===== src/rtl/pipe_pkg.sv =====
// pipe_pkg: shared defaults and occupancy-count width helper for the pipe_reg datapath
package pipe_pkg;

    localparam int unsigned DEF_WIDTH = 16;
    localparam int unsigned DEF_DEPTH = 1;

    // Count must represent 0..DEPTH+1 so the optional skid word always fits.
    function automatic int unsigned cnt_w(input int unsigned depth);
        return $clog2(depth + 2);
    endfunction

endpackage


===== src/rtl/pipe_stage.sv =====
// pipe_stage: one valid/data register with load, synchronous flush and async active-low reset
module pipe_stage
    import pipe_pkg::*;
#(
    parameter int WIDTH = DEF_WIDTH
) (
    input  logic             clk,
    input  logic             rst,
    input  logic             flush,
    input  logic             load,
    input  logic             in_v,
    input  logic [WIDTH-1:0] in_d,
    output logic             v,
    output logic [WIDTH-1:0] d
);

    logic             v_q, v_d;
    logic [WIDTH-1:0] d_q, d_d;

    // Next state: flush wins, otherwise take the upstream word when this stage can advance.
    always_comb begin
        v_d = flush ? 1'b0 : load ? in_v : v_q;
        d_d = flush ? '0 : (load && in_v) ? in_d : d_q;
    end

    // State register, cleared immediately by reset.
    always_ff @(posedge clk or negedge rst) begin
        if (!rst) begin
            v_q <= 1'b0;
            d_q <= '0;
        end else begin
            v_q <= v_d;
            d_q <= d_d;
        end
    end

    assign v = v_q;
    assign d = d_q;

endmodule


===== src/rtl/pipe_reg.sv =====
// pipe_reg: elastic DEPTH-stage valid/ready register chain with flush and occupancy count (optional skid: PIPE_REG_SKID_EN)
module pipe_reg
    import pipe_pkg::*;
#(
    parameter int WIDTH = DEF_WIDTH,
    parameter int DEPTH = DEF_DEPTH,
    parameter int CNT_W = cnt_w(DEPTH)
) (
    input  logic             clk,
    input  logic             rst,
    input  logic             flush,
    input  logic             in_valid,
    input  logic [WIDTH-1:0] in_data,
    output logic             in_ready,
    output logic             out_valid,
    output logic [WIDTH-1:0] out_data,
    input  logic             out_ready,
    output logic [CNT_W-1:0] count
);

    logic [DEPTH:0]   r;
    logic [DEPTH-1:0] v;
    logic [WIDTH-1:0] d [DEPTH];
    logic [DEPTH-1:0] up_v;
    logic [WIDTH-1:0] up_d [DEPTH];
    logic             s0_v;
    logic [WIDTH-1:0] s0_d;
    logic             skid_v;

    // Ready ripples back from the output so bubbles collapse and a stalled chain fills completely.
    always_comb begin
        r[DEPTH] = out_ready;
        for (int i = DEPTH - 1; i >= 0; i--) r[i] = !v[i] || r[i+1];
    end

`ifdef PIPE_REG_SKID_EN
    logic             skid_v_q, skid_v_d;
    logic [WIDTH-1:0] skid_d_q, skid_d_d;
    logic             rdy_q;
    logic             acc;

    assign in_ready = rdy_q && !flush;
    assign acc      = in_valid && in_ready;
    assign skid_v   = skid_v_q;

    // A parked word drains into stage 0 first; new input parks only when stage 0 cannot take it.
    always_comb begin
        skid_v_d = flush ? 1'b0 : skid_v_q ? !r[0] : (acc && !r[0]);
        skid_d_d = flush ? '0 : (acc && !r[0]) ? in_data : skid_d_q;
        s0_v     = skid_v_q || acc;
        s0_d     = skid_v_q ? skid_d_q : in_data;
    end

    // Skid register; in_ready is registered from the next skid state so it never depends on out_ready.
    always_ff @(posedge clk or negedge rst) begin
        if (!rst) begin
            skid_v_q <= 1'b0;
            skid_d_q <= '0;
            rdy_q    <= 1'b0;
        end else begin
            skid_v_q <= skid_v_d;
            skid_d_q <= skid_d_d;
            rdy_q    <= !skid_v_d;
        end
    end
`else
    assign skid_v   = 1'b0;
    assign in_ready = rst && r[0] && !flush;
    assign s0_v     = in_valid && in_ready;
    assign s0_d     = in_data;
`endif

    // Each stage is fed by the one before it; stage 0 by the input side.
    always_comb begin
        up_v[0] = s0_v;
        up_d[0] = s0_d;
        for (int i = 1; i < DEPTH; i++) begin
            up_v[i] = v[i-1];
            up_d[i] = d[i-1];
        end
    end

    for (genvar g = 0; g < DEPTH; g++) begin : g_stage
        pipe_stage #(.WIDTH(WIDTH)) u_stage (
            .clk   (clk),
            .rst   (rst),
            .flush (flush),
            .load  (r[g]),
            .in_v  (up_v[g]),
            .in_d  (up_d[g]),
            .v     (v[g]),
            .d     (d[g])
        );
    end

    assign out_valid = v[DEPTH-1];
    assign out_data  = d[DEPTH-1];

    // Occupancy is the number of valid stages plus the skid word.
    always_comb begin
        count = CNT_W'(skid_v);
        for (int i = 0; i < DEPTH; i++) count = count + CNT_W'(v[i]);
    end

endmodule


===== config.mk =====
export PLATFORM = sky130hd
export DESIGN_NAME = pipe_reg
export DESIGN_NICKNAME = d
export VERILOG_FILES = /design/src/rtl/pipe_pkg.sv /design/src/rtl/pipe_stage.sv /design/src/rtl/pipe_reg.sv
export SDC_FILE = /design/constraint.sdc
export NUM_CORES = 1
export LEC_CHECK = 0
export BUFFER_PORTS_ARGS = -buffer_cell sky130_fd_sc_hd__buf_2
export CAP_MARGIN = 10
export CORE_MARGIN = 2
export CORE_UTILIZATION = 41
export CTS_CLUSTER_SIZE = 30
export DETAILED_ROUTE_END_ITERATION = 8
export GPL_TIMING_DRIVEN = 0
export PLACE_DENSITY = 0.74
export SYNTH_ARGS = -nofsm -noshare
export SYNTH_HDL_FRONTEND = slang
export SYNTH_SLANG_ARGS = --single-unit

===== constraint.sdc =====
create_clock -name clk -period 1.7 [get_ports clk]
set_input_delay 0.34 -clock clk [delete_from_list [all_inputs] [get_ports clk]]
set_output_delay 0.34 -clock clk [all_outputs]
set_load 0.02 [all_outputs]

==> impl_metrics.py <==
metrics = {
    "final_layout": {
        "nets": 116,
        "utilization": 0.578,
        "diodes": 0,
        "synthToLayoutAreaGrowth_pct": 35.7,
        "final_cells": 111,
        "drive_above_1_share": 0.574,
    },
    "sta": {
        "hold_violations": 0,
        "fmax_mhz": 694,
        "drv_slew": 0,
        "tightest_slew_ps": 725,
        "setup_viol": 0,
        "period_needed_ps": 1440,
        "fin_tns_setup_ps": 0,
        "rsz0062_at_grt": "no",
        "slew_headroom": 0.515,
        "fin_skew_ps": 5.67,
        "final_min_period_over_clock_period": 0.848,
        "timing.final.ws_setup_ps": 259,
    },
    "global_route": {
        "grt_pass1_wl_um": 2400,
        "track_usage": 0.166,
        "gr-total-overflow": 0,
        "antenna_found_initial": 0,
        "grt_max_degree": 18,
        "grt_pass1_vias": 517,
    },
    "placement": {
        "dp_hpwl_um": 1060,
        "portBuffers": 39,
        "dp_cells": 106,
        "dp_worst_setup_slack_ps": 167,
        "place.gp.congestion": 0.648,
    },
    "clock_network": {
        "cts_tree": "built",
        "post_cts_buffers": 0,
        "clk_path_buf_depth": 2,
        "post_cts_resized": 0,
        "clkTransAtPathRegs_ps": 100,
        "cts_buffers": 3,
        "clk_latency_ps": 280,
        "cts_root_buf": "clkbuf_4",
        "htreeDepth": 1,
        "cts_hold_buf": 1,
        "clock-sinks": 17,
    },
    "power_and_ir_drop": {
        "p_comb_frac": 0.181,
        "seqPwrFrac": 0.556,
        "p_switching_uw": 208,
        "power_leakage_nw": 0.555,
        "p_total_uw": 783,
        "powerDensity_nw_per_um2": 812,
        "switching_share": 0.266,
        "vdd.ir_drop.worst_uv": 450,
        "intPower_uw": 575,
        "clockPowerShare": 0.264,
    },
    "setup_path": {
        "reg2reg_to": "g_stage[0].u_stage.d[10]$_DFFE_PN0P_",
        "crit_end": "in_ready",
        "cp_slowest_stage_delay_ps": 430,
        "crit_slowest_cell": "dfrtp_1",
        "critPathMaxFanout": 5,
        "r2r_start": "g_stage[0].u_stage.v$_DFFE_PN0P_",
        "endpoint_kind": "output pin",
        "crit_chain": "nand2b_4 > nand2_1 > nor2_1 > buf_2",
        "worst-setup-path-type": "register to output pin",
        "cp.required_ps": 1360,
        "startpoint": "g_stage[0].u_stage.v$_DFFE_PN0P_",
        "rrSetupSlack_ps": 380,
        "reg2regPathDepth": 4,
        "arrival_ps": 1100,
        "cp-start-kind": "register",
    },
    "route": {
        "vias_per_cell": 5.14,
        "vias": 570,
        "final_antenna_net_count": 0,
        "drc_errors": 0,
        "drt-initial-drc-count": 9,
        "wl_per_cell_um": 12.9,
        "first_pass_iters": 4,
        "wl_um": 1430,
    },
    "floorplan": {
        "fp-row-count": 15,
        "io-pin-count": 41,
        "die_area_um2": 2080,
        "die_height_um": 45.6,
        "coreArea_um2": 1670,
        "die-width_um": 45.6,
        "initial_core_util": 0.425,
    },
    "job": {
        "max_cap_viol_count": 0,
    },
    "synthesis": {
        "syn_nets": 71,
        "yosysTopAreaCellShare": 0.599,
        "syn_inst": 50,
        "synth_top_area_cell": "dfrtp_1",
        "syn_avg_cell_area_um2": 14.2,
        "ys_seq_area_frac": 0.599,
        "synth_cell_types": 16,
        "ys_ff_latch": 17,
        "syn_area_um2": 711,
        "ys_top_cells_by_area": "dfrtp_1, a22o_1, nand2b_2",
        "ys_warn_count": 0,
    },
    "outcome": {
        "outcome": "completed",
    },
    "worst_hold_path": {
        "hold_class": "input port to register",
    },
}
through the flow:
stage,cell area (um^2),hold WS [ps]
finish,965,274
global route,965,255
CTS,965,265
detailed placement,927,299
global placement,927,296
floorplan,711,44.4
Yosys cell counts:
library cell and count:
conb_1 1, buf_4 2, nand2_1 1, and3_1 1, nor2_1 1, o21bai_1 1
buf_8 1, buf_6 1, mux2i_1 2, a22o_1 14, buf_2 1, nand2b_4 1
and4b_1 1, a31oi_2 1, dfrtp_1 17, nand2b_2 4
per-layer routing:
| layer | GRT usage | wire (um) | vias up |
|---|---|---|---|
| met5 | 0 | 0 | - |
| met4 | 0.0706 | 0 | 0 |
| met3 | 0.0357 | 92 | 0 |
| met2 | 0.234 | 676 | 25 |
| met1 | 0.245 | 663 | 274 |
| li1 | - | - | 271 |
cell type report:
type / count / area (um^2)
plain buffers: 5 / 46.3
clock buffers: 3 / 22.5
clock inverters: 1 / 5.00
fillers: 149 / 706
multi-input cells: 28 / 239
flip-flops and latches: 17 / 425
well taps: 17 / 21.3
repair buffers: 40 / 205
placed cells by master, fill, tap and decap left out, drive strengths merged:
cell type,netlist,layout
nand2,1,1
a31oi,1,1
and4b,1,1
dlygate4sd3,0,1
a22o,14,14
clkbuf,0,3
conb,1,1
dfrtp,17,17
nand2b,5,5
buf,5,44
mux2i,2,2
nor2,1,1
o21bai,1,1
clkinv,0,1
and3,1,1
registers in the layout, indices dropped and copies added, names as in the netlist:
| register | count |
|---|---|
| g_stage.u_stage.v | 1 |
| g_stage.u_stage.d | 16 |
cells by family after synthesis:
group           Yosys count  synth area share
compound gates           16             0.201
buf+inv                   5            0.0651
flops                    17             0.599
mux                       2            0.0282
other cells               1           0.00528
simple gates              9             0.102
worst min path at each step:
stage	start	end	slack, ps	cells after the start
5_1_grt	in_data[6]	g_stage[0].u_stage.d[6]$_DFFE_PN0P_	250	2
3_3_place_gp	rst	g_stage[0].u_stage.d[8]$_DFFE_PN0P_	300	1
4_1_cts	in_data[12]	g_stage[0].u_stage.d[12]$_DFFE_PN0P_	270	2
3_5_place_dp	rst	g_stage[0].u_stage.d[8]$_DFFE_PN0P_	300	1
6_report	in_data[3]	g_stage[0].u_stage.d[3]$_DFFE_PN0P_	270	2
2_1_floorplan	rst	g_stage[0].u_stage.d[0]$_DFFE_PN0P_	40	0
critical path, delay by kind of cell, from the launching register on:
kind                   cells  cell delay, ps
buffers and inverters      1             160
flip-flops                 1             430
AND/OR/NAND/NOR            3             220
power groups by stage:
stage | Sequential [mW] | Clock, mW | Combinational (mW)
CTS | 0.435 | 0.217 | 0.143
global placement | 0.442 | 0 | 0.139
floorplan | 0.467 | 0 | 0.0526
global route | 0.438 | 0.241 | 0.155
detailed placement | 0.442 | 0 | 0.141
finish | 0.435 | 0.206 | 0.142
(Power assumes the default switching activity.)
